File: src/rtl/rx_pkt_ctrl_if.sv
// ---------------------------------------------------------------------------
// rx_pkt_ctrl_if
// Bundle of the receive-packet sequencer's configuration, detector and
// payload signals.
//   master : upstream side (drives config, PD/BD flags, bits, strobes)
//   slave  : rx_pkt_ctrl (drives disassert_BD, payload, pulses, status)
// Optional statistics signals exist only when RX_PKT_STATS_EN is defined.
// ---------------------------------------------------------------------------
interface rx_pkt_ctrl_if #(
    parameter int LEN_WIDTH = 16,
    parameter int TO_WIDTH  = 16
) ();
    logic [LEN_WIDTH-1:0] PKT_LEN;
    logic [TO_WIDTH-1:0]  SEARCH_TIMEOUT;
    logic                 PD_flag;
    logic                 BD_flag;
    logic                 BD_sgn;
    logic                 bit_in;
    logic                 sym_vld;
    logic                 disassert_BD;
    logic                 data_out;
    logic                 data_vld;
    logic                 pkt_start;
    logic                 pkt_done;
    logic                 pkt_timeout;
    logic                 pkt_abort;
    logic                 busy;
    logic [1:0]           state;
`ifdef RX_PKT_STATS_EN
    logic [15:0]          good_cnt;
    logic [15:0]          to_cnt_total;
    logic [15:0]          abort_cnt;
`endif

    modport master (
        output PKT_LEN, SEARCH_TIMEOUT, PD_flag, BD_flag, BD_sgn, bit_in, sym_vld,
        input  disassert_BD, data_out, data_vld, pkt_start, pkt_done,
               pkt_timeout, pkt_abort, busy, state
`ifdef RX_PKT_STATS_EN
        , input good_cnt, to_cnt_total, abort_cnt
`endif
    );

    modport slave (
        input  PKT_LEN, SEARCH_TIMEOUT, PD_flag, BD_flag, BD_sgn, bit_in, sym_vld,
        output disassert_BD, data_out, data_vld, pkt_start, pkt_done,
               pkt_timeout, pkt_abort, busy, state
`ifdef RX_PKT_STATS_EN
        , output good_cnt, to_cnt_total, abort_cnt
`endif
    );
endinterface

File: src/rtl/rx_pkt_ctrl.sv
// ---------------------------------------------------------------------------
// rx_pkt_ctrl
// Receive-packet sequencer behind the BPSK bit-boundary detector. Waits for
// preamble, then for the boundary flag, removes the header sign ambiguity and
// emits PKT_LEN payload bits. At packet end (done/abort/timeout) it holds
// disassert_BD for at least GUARD_CYCLES cycles and until BD_flag drops, so
// the detector re-arms before the next packet.
// Ports:
//   clk  : clock
//   rst  : synchronous active-high reset
//   bus  : rx_pkt_ctrl_if.slave (config, PD/BD flags, bits, pulses, status)
// Optional build macro RX_PKT_STATS_EN adds saturating good/timeout/abort
// packet counters on the interface.
// ---------------------------------------------------------------------------
module rx_pkt_ctrl #(
    parameter int LEN_WIDTH    = 16,
    parameter int TO_WIDTH     = 16,
    parameter int GUARD_CYCLES = 4
) (
    input  logic         clk,
    input  logic         rst,
    rx_pkt_ctrl_if.slave bus
);
    localparam int GW = (GUARD_CYCLES < 2) ? 1 : $clog2(GUARD_CYCLES + 1);
    localparam logic [GW-1:0]       GUARD_MAX = GW'(GUARD_CYCLES);
    localparam logic [TO_WIDTH-1:0] TO_SAT    = {TO_WIDTH{1'b1}};

    typedef enum logic [1:0] {
        ST_IDLE   = 2'd0,
        ST_SEARCH = 2'd1,
        ST_RECV   = 2'd2,
        ST_FLUSH  = 2'd3
    } state_t;

    state_t               r_state;
    state_t               w_state_nxt;
    logic [LEN_WIDTH-1:0] r_len;
    logic [TO_WIDTH-1:0]  r_timeout;
    logic [TO_WIDTH-1:0]  r_to_cnt;
    logic [LEN_WIDTH-1:0] r_bit_cnt;
    logic [GW-1:0]        r_guard_cnt;
    logic                 r_pol;
    logic                 r_disassert;
    logic                 r_data_out;
    logic                 r_data_vld;
    logic                 r_pkt_start;
    logic                 r_pkt_done;
    logic                 r_pkt_timeout;
    logic                 r_pkt_abort;
    logic                 r_busy;

    logic [TO_WIDTH-1:0]  w_to_inc;
    logic                 w_to_hit;
    logic                 w_last_bit;
    logic                 w_guard_ok;
    logic                 w_len_zero;
    logic                 w_start;
    logic                 w_done;
    logic                 w_timeout;
    logic                 w_abort;
    logic                 w_emit;
    logic                 w_disassert_nxt;

    // Shared condition decode from latched config and counters
    always_comb begin
        w_to_inc   = r_to_cnt + TO_WIDTH'(1);
        // A nonzero timeout is hit before to_cnt can saturate, so the
        // incremented value never wraps when it matters.
        w_to_hit   = (r_timeout != {TO_WIDTH{1'b0}}) && (w_to_inc == r_timeout);
        w_last_bit = (r_bit_cnt == (r_len - LEN_WIDTH'(1)));
        w_guard_ok = (r_guard_cnt >= GUARD_MAX);
        w_len_zero = (r_len == {LEN_WIDTH{1'b0}});
    end

    // Next-state logic
    always_comb begin
        w_state_nxt = r_state;
        case (r_state)
            ST_IDLE: begin
                if (bus.PD_flag) w_state_nxt = ST_SEARCH;
                else             w_state_nxt = ST_IDLE;
            end
            ST_SEARCH: begin
                if (!bus.PD_flag)                  w_state_nxt = ST_IDLE;
                else if (bus.BD_flag)              w_state_nxt = w_len_zero ? ST_FLUSH : ST_RECV;
                else if (bus.sym_vld && w_to_hit)  w_state_nxt = ST_FLUSH;
                else                               w_state_nxt = ST_SEARCH;
            end
            ST_RECV: begin
                // A strobe always wins: the bit goes out even if PD drops with it.
                if (bus.sym_vld)       w_state_nxt = w_last_bit ? ST_FLUSH : ST_RECV;
                else if (!bus.PD_flag) w_state_nxt = ST_FLUSH;
                else                   w_state_nxt = ST_RECV;
            end
            ST_FLUSH: begin
                if (w_guard_ok && !bus.BD_flag) w_state_nxt = ST_IDLE;
                else                            w_state_nxt = ST_FLUSH;
            end
            default: w_state_nxt = ST_IDLE;
        endcase
    end

    // Output decode: next values of the registered pulses and flags
    always_comb begin
        w_start   = 1'b0;
        w_done    = 1'b0;
        w_timeout = 1'b0;
        w_abort   = 1'b0;
        w_emit    = 1'b0;
        case (r_state)
            ST_SEARCH: begin
                w_start   = bus.PD_flag & bus.BD_flag;
                w_done    = bus.PD_flag & bus.BD_flag & w_len_zero;
                w_timeout = bus.PD_flag & ~bus.BD_flag & bus.sym_vld & w_to_hit;
            end
            ST_RECV: begin
                w_emit  = bus.sym_vld;
                w_done  = bus.sym_vld & w_last_bit;
                w_abort = ~bus.sym_vld & ~bus.PD_flag;
            end
            default: begin
                w_emit = 1'b0;
            end
        endcase
        // Held only while remaining in FLUSH: rises one cycle after entry and
        // drops together with the return to IDLE.
        w_disassert_nxt = (r_state == ST_FLUSH) && (w_state_nxt == ST_FLUSH);
    end

    // State register
    always_ff @(posedge clk) begin
        if (rst) r_state <= ST_IDLE;
        else     r_state <= w_state_nxt;
    end

    // Latched config, polarity, bit/timeout counters and FLUSH guard counter
    always_ff @(posedge clk) begin
        if (rst) begin
            r_len       <= {LEN_WIDTH{1'b0}};
            r_timeout   <= {TO_WIDTH{1'b0}};
            r_to_cnt    <= {TO_WIDTH{1'b0}};
            r_bit_cnt   <= {LEN_WIDTH{1'b0}};
            r_pol       <= 1'b0;
            r_guard_cnt <= {GW{1'b0}};
        end else begin
            case (r_state)
                ST_IDLE: begin
                    if (bus.PD_flag) begin
                        r_len     <= bus.PKT_LEN;
                        r_timeout <= bus.SEARCH_TIMEOUT;
                        r_to_cnt  <= {TO_WIDTH{1'b0}};
                    end
                end
                ST_SEARCH: begin
                    if (w_start) begin
                        r_pol     <= bus.BD_sgn;
                        r_bit_cnt <= {LEN_WIDTH{1'b0}};
                    end else if (bus.PD_flag && bus.sym_vld && (r_to_cnt != TO_SAT)) begin
                        r_to_cnt <= w_to_inc;
                    end
                end
                ST_RECV: begin
                    // Leaves at len-1, so bit_cnt peaks at len and never wraps.
                    if (bus.sym_vld) r_bit_cnt <= r_bit_cnt + LEN_WIDTH'(1);
                end
                default: begin
                    r_bit_cnt <= r_bit_cnt;
                end
            endcase
            if (r_state != ST_FLUSH) r_guard_cnt <= {GW{1'b0}};
            else if (!w_guard_ok)    r_guard_cnt <= r_guard_cnt + GW'(1);
        end
    end

    // Registered outputs
    always_ff @(posedge clk) begin
        if (rst) begin
            r_disassert   <= 1'b0;
            r_data_out    <= 1'b0;
            r_data_vld    <= 1'b0;
            r_pkt_start   <= 1'b0;
            r_pkt_done    <= 1'b0;
            r_pkt_timeout <= 1'b0;
            r_pkt_abort   <= 1'b0;
            r_busy        <= 1'b0;
        end else begin
            r_disassert   <= w_disassert_nxt;
            r_data_vld    <= w_emit;
            r_pkt_start   <= w_start;
            r_pkt_done    <= w_done;
            r_pkt_timeout <= w_timeout;
            r_pkt_abort   <= w_abort;
            r_busy        <= (w_state_nxt != ST_IDLE);
            if (w_emit) r_data_out <= bus.bit_in ^ r_pol;
        end
    end

    assign bus.disassert_BD = r_disassert;
    assign bus.data_out     = r_data_out;
    assign bus.data_vld     = r_data_vld;
    assign bus.pkt_start    = r_pkt_start;
    assign bus.pkt_done     = r_pkt_done;
    assign bus.pkt_timeout  = r_pkt_timeout;
    assign bus.pkt_abort    = r_pkt_abort;
    assign bus.busy         = r_busy;
    assign bus.state        = r_state;

`ifdef RX_PKT_STATS_EN
    logic [15:0] r_good_cnt;
    logic [15:0] r_to_cnt_total;
    logic [15:0] r_abort_cnt;

    function automatic logic [15:0] sat_inc16(input logic [15:0] v, input logic en);
        if (en && (v != 16'hFFFF)) sat_inc16 = v + 16'd1;
        else                       sat_inc16 = v;
    endfunction

    // Saturating packet outcome counters, updated with their pulses
    always_ff @(posedge clk) begin
        if (rst) begin
            r_good_cnt     <= 16'd0;
            r_to_cnt_total <= 16'd0;
            r_abort_cnt    <= 16'd0;
        end else begin
            r_good_cnt     <= sat_inc16(r_good_cnt, w_done);
            r_to_cnt_total <= sat_inc16(r_to_cnt_total, w_timeout);
            r_abort_cnt    <= sat_inc16(r_abort_cnt, w_abort);
        end
    end

    assign bus.good_cnt     = r_good_cnt;
    assign bus.to_cnt_total = r_to_cnt_total;
    assign bus.abort_cnt    = r_abort_cnt;
`endif
endmodule

File: src/flat_wrapper.sv
// flat-port wrapper written by rule: the top's interface ports become plain ports
module rx_pkt_ctrl_flat 
#(
    parameter int LEN_WIDTH    = 16,
    parameter int TO_WIDTH     = 16,
    parameter int GUARD_CYCLES = 4
)
  (clk, rst, bus_PKT_LEN, bus_SEARCH_TIMEOUT, bus_PD_flag, bus_BD_flag, bus_BD_sgn, bus_bit_in, bus_sym_vld, bus_disassert_BD, bus_data_out, bus_data_vld, bus_pkt_start, bus_pkt_done, bus_pkt_timeout, bus_pkt_abort, bus_busy, bus_state);
  rx_pkt_ctrl_if #(.LEN_WIDTH(LEN_WIDTH), .TO_WIDTH(TO_WIDTH)) bus_i ();
  input  logic clk;
  input  logic rst;
  input wire logic [$bits(bus_i.PKT_LEN)-1:0] bus_PKT_LEN;
  input wire logic [$bits(bus_i.SEARCH_TIMEOUT)-1:0] bus_SEARCH_TIMEOUT;
  input wire logic [$bits(bus_i.PD_flag)-1:0] bus_PD_flag;
  input wire logic [$bits(bus_i.BD_flag)-1:0] bus_BD_flag;
  input wire logic [$bits(bus_i.BD_sgn)-1:0] bus_BD_sgn;
  input wire logic [$bits(bus_i.bit_in)-1:0] bus_bit_in;
  input wire logic [$bits(bus_i.sym_vld)-1:0] bus_sym_vld;
  output wire logic [$bits(bus_i.disassert_BD)-1:0] bus_disassert_BD;
  output wire logic [$bits(bus_i.data_out)-1:0] bus_data_out;
  output wire logic [$bits(bus_i.data_vld)-1:0] bus_data_vld;
  output wire logic [$bits(bus_i.pkt_start)-1:0] bus_pkt_start;
  output wire logic [$bits(bus_i.pkt_done)-1:0] bus_pkt_done;
  output wire logic [$bits(bus_i.pkt_timeout)-1:0] bus_pkt_timeout;
  output wire logic [$bits(bus_i.pkt_abort)-1:0] bus_pkt_abort;
  output wire logic [$bits(bus_i.busy)-1:0] bus_busy;
  output wire logic [$bits(bus_i.state)-1:0] bus_state;
  assign bus_i.PKT_LEN = bus_PKT_LEN;
  assign bus_i.SEARCH_TIMEOUT = bus_SEARCH_TIMEOUT;
  assign bus_i.PD_flag = bus_PD_flag;
  assign bus_i.BD_flag = bus_BD_flag;
  assign bus_i.BD_sgn = bus_BD_sgn;
  assign bus_i.bit_in = bus_bit_in;
  assign bus_i.sym_vld = bus_sym_vld;
  assign bus_disassert_BD = bus_i.disassert_BD;
  assign bus_data_out = bus_i.data_out;
  assign bus_data_vld = bus_i.data_vld;
  assign bus_pkt_start = bus_i.pkt_start;
  assign bus_pkt_done = bus_i.pkt_done;
  assign bus_pkt_timeout = bus_i.pkt_timeout;
  assign bus_pkt_abort = bus_i.pkt_abort;
  assign bus_busy = bus_i.busy;
  assign bus_state = bus_i.state;
  rx_pkt_ctrl #(.LEN_WIDTH(LEN_WIDTH), .TO_WIDTH(TO_WIDTH), .GUARD_CYCLES(GUARD_CYCLES)) u_core (.clk(clk), .rst(rst), .bus(bus_i));
endmodule
File: config.mk
export PLATFORM = sky130hd
export DESIGN_NAME = rx_pkt_ctrl_flat
export DESIGN_NICKNAME = d
export VERILOG_FILES = /design/src/rtl/rx_pkt_ctrl_if.sv /design/src/rtl/rx_pkt_ctrl.sv /design/src/flat_wrapper.sv
export SDC_FILE = /design/constraint.sdc
export NUM_CORES = 1
export LEC_CHECK = 0
export ABC_AREA = 1
export BUFFER_PORTS_ARGS = -buffer_cell sky130_fd_sc_hd__buf_2
export CORE_AREA = 2 2 98 100
export DETAILED_ROUTE_END_ITERATION = 8
export DIE_AREA = 0 0 100 102
export PLACE_DENSITY = 0.7
export SYNTH_ARGS = -nofsm -noshare
export SYNTH_HDL_FRONTEND = slang
export SYNTH_SLANG_ARGS = --single-unit
File: constraint.sdc
create_clock -name clk -period 1.7 [get_ports clk]
set_input_delay 0.255 -clock clk [delete_from_list [all_inputs] [get_ports clk]]
set_output_delay 0.255 -clock clk [all_outputs]
set_load 0.01 [all_outputs]
# Yosys cells after proc, flatten, opt, wreduce, memory -nomap -nowiden
# Cells that the tools add are included.
# Widths: inputs -> output; s select.
op_classes:
  n_addsub: 4
  n_lt_le_gt_ge: 1
  eq_ne: 13
  mux: 20
  bitwise_logic: 13
  reduce_logical: 20
op_table:
  columns: ["op", "count"]
  rows:
  - ["$mux 16", 5]
  - ["$pmux 16 s2", 2]
  - ["$add 16x1->16 const B", 2]
  - ["$eq 16x16->1", 2]
  - ["$logic_not 16->1", 1]
  - ["$ne 16x16->1 const B", 1]
  - ["$reduce_bool 16->1", 1]
  - ["$sub 16x1->16 const B", 1]
  - ["$mux 2", 5]
  - ["$ne 2x2->1 const B", 4]
  - ["$pmux 2 s4", 1]
  - ["$and 1x1->1", 7]
  - ["$eq 2x2->1 const B", 3]
  - ["$logic_and 1x1->1", 6]
  - ["$mux 1", 6]
  - ["$reduce_bool 2->1", 3]
  - ["$reduce_or 2->1", 3]
  - ["$not 1->1", 5]
  - ["$ne 2x1->1 const B", 2]
  - ["$reduce_and 2->1", 2]
  - ["$reduce_and 4->1", 1]
  - ["$add 3x1->3 const B", 1]
  - ["$ge 3x3->1 const B", 1]
  - ["$reduce_and 3->1", 1]
  - ["5 further kinds", 5]
word_totals:
  register_bits: 78
  inputBits: 39
  out_inout_bits: 10
  word_cells: 86

# Depth between registers and ports, before layout
depth:
  depth_word: 10
  mapped_depth: 17
  depth_no_buf: 17

# Worst setup path before layout
# No wires, ideal clock.
synth_path:
  path_type: "reg-to-reg"
  from: "reg u_core.r_state[0], in the netlist u_core.bus.state[0]"
  to: "reg u_core.r_bit_cnt[14]"
  setup_time_ns: 0.115
  arrival_ns: 1.772
  required_time_ns: 1.585
  setup_slack_ns: -0.187
  stages_incl_launch_ff: 12
  n_path_buf: 0
  period_less_slack_ns: 1.887
  path_cell_list: "dfxtp_1 inv_1 ha_1 inv_1 o21ai_2 nand2_4 nor3b_4 nand3_2 nor4_2 nand3_1 nand2_1 nor2_1"
synth_via:
  elab_chain_cells: 4
  elab_cells_between_ends: 8
  classes_between: "4 x eq/ne; 2 x mux; 2 x reduce/logical"
synth_rtl:
  columns: ["element", "line_no", "rtl"]
  rows:
  - ["start, declared", "rx_pkt_ctrl.sv:35", "state_t r_state;"]
  - ["start signal, assigned", "rx_pkt_ctrl.sv:133", "else r_state <= w_state_nxt;"]
  - ["$eq 2x1->1", "rx_pkt_ctrl.sv:110, rx_pkt_ctrl.sv:146", null]
  - ["$mux 1", "rx_pkt_ctrl.sv:110", "case (r_state)"]
  - ["$ne 2x1->1 (no source line)", null, null]
  - ["$reduce_and 3->1 (no source line)", null, null]
  - ["end signal, assigned", "rx_pkt_ctrl.sv:142", "r_bit_cnt <= {LEN_WIDTH{1'b0}};"]
  - ["end signal, assigned", "rx_pkt_ctrl.sv:157", "r_bit_cnt <= {LEN_WIDTH{1'b0}};"]
  - ["end signal, assigned", "rx_pkt_ctrl.sv:164", "if (bus.sym_vld) r_bit_cnt <= r_bit_cnt + LEN_WIDTH'(1);"]
  - ["end, declared", "rx_pkt_ctrl.sv:40", "logic [LEN_WIDTH-1:0] r_bit_cnt;"]
# Several ways; a longest one is shown, not always the timed one.
# A chain may end at the register's enable or synchronous reset.

# Worst setup path after layout
layout_path:
  from: "reg u_core.r_to_cnt[1]"
  to: "reg u_core.r_to_cnt[14]"
layout_via:
  elab_chain_cells: 4
  elab_cells_between_ends: 8
  classes_between: "1 x add/sub; 2 x eq/ne; 3 x mux; 2 x reduce/logical"
layout_rtl:
  columns: ["element", "line_no", "rtl"]
  rows:
  - ["start, declared", "rx_pkt_ctrl.sv:39", "logic [TO_WIDTH-1:0] r_to_cnt;"]
  - ["start signal, assigned", "rx_pkt_ctrl.sv:141", "r_to_cnt <= {TO_WIDTH{1'b0}};"]
  - ["start signal, assigned", "rx_pkt_ctrl.sv:151", "r_to_cnt <= {TO_WIDTH{1'b0}};"]
  - ["start signal, assigned", "rx_pkt_ctrl.sv:159", "r_to_cnt <= w_to_inc;"]
  - ["$add 16x1->16 or $ne 16x16->1 (tied branches)", "rx_pkt_ctrl.sv:66, rx_pkt_ctrl.sv:158", null]
  - ["$mux 16 or $logic_and 1x1->1 (tied branches)", "rx_pkt_ctrl.sv:158", "end else if (bus.PD_flag && bus.sym_vld && (r_to_cnt != TO_SAT)) begin"]
  - ["$mux 16 or $ne 2x1->1 (tied branches)", null, null]
  - ["$pmux 16 s2 or $reduce_and 4->1 (tied branches)", null, null]
# Several ways; a longest one is shown, not always the timed one. The select of a mux whose other input is x is not followed.

==> metrics.txt <==
setup ws final=-350 ps; # setup viols final=25; synthesized flop and latch total=78; Worst Path Max Fanout=8; worst relative slew slack=0.769; drt pass-1 iters=5; final hold violations=0; Leak=2.89 nW; CP Launch Type=flip-flop; final worst-path cycle share=1.21; Clock Path Buffers=2; Critical Path RT=2000 ps; Distinct cells, synth=35; maximum VDD drop=0.458 mV; Post-Synth Adder-Cell Area=0.0252; CTS Sinks=78; kind of critical path=flip-flop to flip-flop; max-slew violation count=0; syn nets=730; slowest CP cell=dfxtp_4; Hold Path Class=primary input to flip-flop; drt via density=5.31; DRT iter0 DRCs=277; routed length per instance=14.5 um; Global Route Usage Sum=0.263; I/O pins=49; Cell Rows=35; vias in the first global route=4,592; Final min period=2050 ps; worst slew pin tran=344 ps; Power Density=737 nW/um2; die height=102 um; post-synthesis sequential area ratio=0.350; final wirelength=13,700 um; slowest stage delay, CP=380 ps; Crit path top cell by count=o21ai_2; main combinational cell family by area after synthesis=simple AND/OR/NAND/NOR gates; Mapped Cells=682; share of the synthesized area in the top cell type=0.350; Die ar.=10,200 um2; H-tree depth=3; Max Cap Violations=0; GRT overflow=0; Clock Tree Root=clkbuf_8; compound-gate portion of the synthesized area=0.142; post-DP HPWL=9490 um; Post-route DRC=0; Initial Utilization=0.490; TNS Setup=-6100 ps; # diodes=0; Worst Path Arrival=2350 ps; CTS clk-pin slew, worst paths=100 ps; yosys warns=0; xor/xnor share of the synthesized area=0.0395; Synth Area in Simple Gates=0.355; area grow syn2layout=40.3%; Crit path max-delay family=simple AND/OR/NAND/NOR gates; Via Count=5,003; crit end category=flip-flop; ratio of cells with drive above 1 in the final layout=0.335; clock latency on the worst-skew pair=370 ps; cell chain of the critical path=ha_4 -> nand3_4 -> nor2_4 -> buf_6 -> nand4_1 -> nor3_2 -> o21ai_2 -> nand2_4 -> clkbuf_16 -> o21ai_2 -> a21oi_1; post-synthesis mux area share=0; port bufs=48; global-route wire length before repair=21,300 um; top cell type by total area after synthesis=dfxtp_1; CTS tree=done; nets=875; Post-Synthesis Cell Area=4460 um2; TritonCTS Buffers=9; Layout Utilization=0.687; antenna violations before repair=0; Core Area=9110 um2; Clock Skew=20.4 ps; Die W=100 um; DRT antenna net count=0; dominant cells by area after synthesis=dfxtp_1 (35%), nand2_1 (13%), nor2_1 (7.6%); failing checks=setup timing; CP Buf/Inv Count=2; Syn Area/Cell=6.54 um2; Fmax achieved=0.488 GHz; largest net degree at the start of global routing=40; RSZ-0062 raised after global routing=yes; status=finished with violations; GPL Wtd Cong=0.928
synth_stat cells, drive strengths merged:
cell type,instances
o21bai,1
ha,9
nand2,158
nor2,97
a31oi,2
inv,86
dfxtp,78
a311oi,1
a21oi,57
nor4,1
nand3b,5
o21ai,59
buf,4
xnor3,2
nand3,57
a211oi,2
nand4,15
xnor2,7
nor3b,1
xor2,8
nor3,13
o21a,1
clkbuf,13
and2,1
or2,4
worst register-to-register path, cell delays in order, from the launching register on:
cell and delay (ps):
dfxtp_4 380, ha_4 160, nand3_4 100, nor2_4 120
buf_6 110, nand4_1 160, nor3_2 260, o21ai_2 120
nand2_4 190, clkbuf_16 200, o21ai_2 60, a21oi_1 140
layer usage:
metal	vias up	global-route usage	share of wire
li1	2512	-	-
met1	2262	0.352	0.45
met2	186	0.428	0.45
met3	43	0.0554	0.070
met4	0	0.0896	0.028
met5	-	0	0
worst paths after layout:
kind | startpoint | end | slack [ps] | depth (start not counted)
max | u_core.r_to_cnt[1]$_SDFFE_PP0P_ | u_core.r_to_cnt[14]$_SDFFE_PP0P_ | -350 | 11
min | bus_BD_sgn | u_core.r_pol$_SDFFE_PP0P_ | 140 | 3
max reg2reg | u_core.r_to_cnt[1]$_SDFFE_PP0P_ | u_core.r_to_cnt[14]$_SDFFE_PP0P_ | -350 | 11
min reg2reg | u_core.r_bit_cnt[15]$_SDFFE_PP0P_ | u_core.r_bit_cnt[15]$_SDFFE_PP0P_ | 490 | 1
area by class of cell:
type,count,area (um2)
multi-input combinational,501,2880
fill,722,2850
sequential,78,1580
timing repair buffer,151,1110
inverter,86,333
tap,111,139
clock buffer,10,128
clock inverter,6,92.6
report_power, final:
part	switching, mW	internal, mW
combinational	0.569	0.429
sequential	0.0874	1.91
clock	0.775	0.840
total	1.43	3.18
per-stage QoR:
step	hold slack [ps]	std cells	total power, mW	setup slack, ps	area [um2]
after global placement	460	905	2.84	-229	5470
after CTS	128	937	4.52	-196	5970
after detailed placement	474	905	2.86	-237	5470
after floorplan	324	682	2.53	-87.7	4530
after global routing	151	943	4.80	-466	6260
final	140	943	4.61	-350	6260
cell families after synthesis:
kind of cell | count (synthesis)
DFF | 78
adders and majority gates | 9
xor gates and xnor gates | 17
AOI/OAI and AO/OA | 123
and+or+nand+nor | 352
buffers and inverters | 103
sequential cells by signal, summed over array words and instances, names as in the netlist:
| signal | cells |
|---|---|
| u_core.bus.busy | 1 |
| u_core.bus.data_out | 1 |
| u_core.bus.data_vld | 1 |
| u_core.bus.disassert_BD | 1 |
| u_core.bus.pkt_abort | 1 |
| u_core.bus.pkt_done | 1 |
| u_core.bus.pkt_start | 1 |
| u_core.bus.pkt_timeout | 1 |
| u_core.bus.state | 2 |
| u_core.r_bit_cnt | 16 |
| u_core.r_guard_cnt | 3 |
| u_core.r_len | 16 |
| u_core.r_pol | 1 |
| u_core.r_timeout | 16 |
| u_core.r_to_cnt | 16 |
repair_timing:
| item | CTS | global route |
|---|---|---|
| setup endpoints to repair | 26 | 37 |
| setup buffers | 16 | 3 |
| gates cloned | 0 | 3 |
| hold buffers | 0 | 0 |
| gates resized for setup | 54 | 66 |
| pin swaps | 36 | 16 |
placed cells by master (no fill, tap or decap), drive strengths merged, types with 5 or more instances in the layout:
cell and instances:
nor2 97, clkbuf 12, nand4 15, nand3b 5
xor2 8, o21ai 59, a21oi 57, xnor2 7
ha 9, nor3 13, nand2 158, nand3 57
dfxtp 78, buf 149, inv 88
No activity file was read; power rests on OpenSTA's default activity.
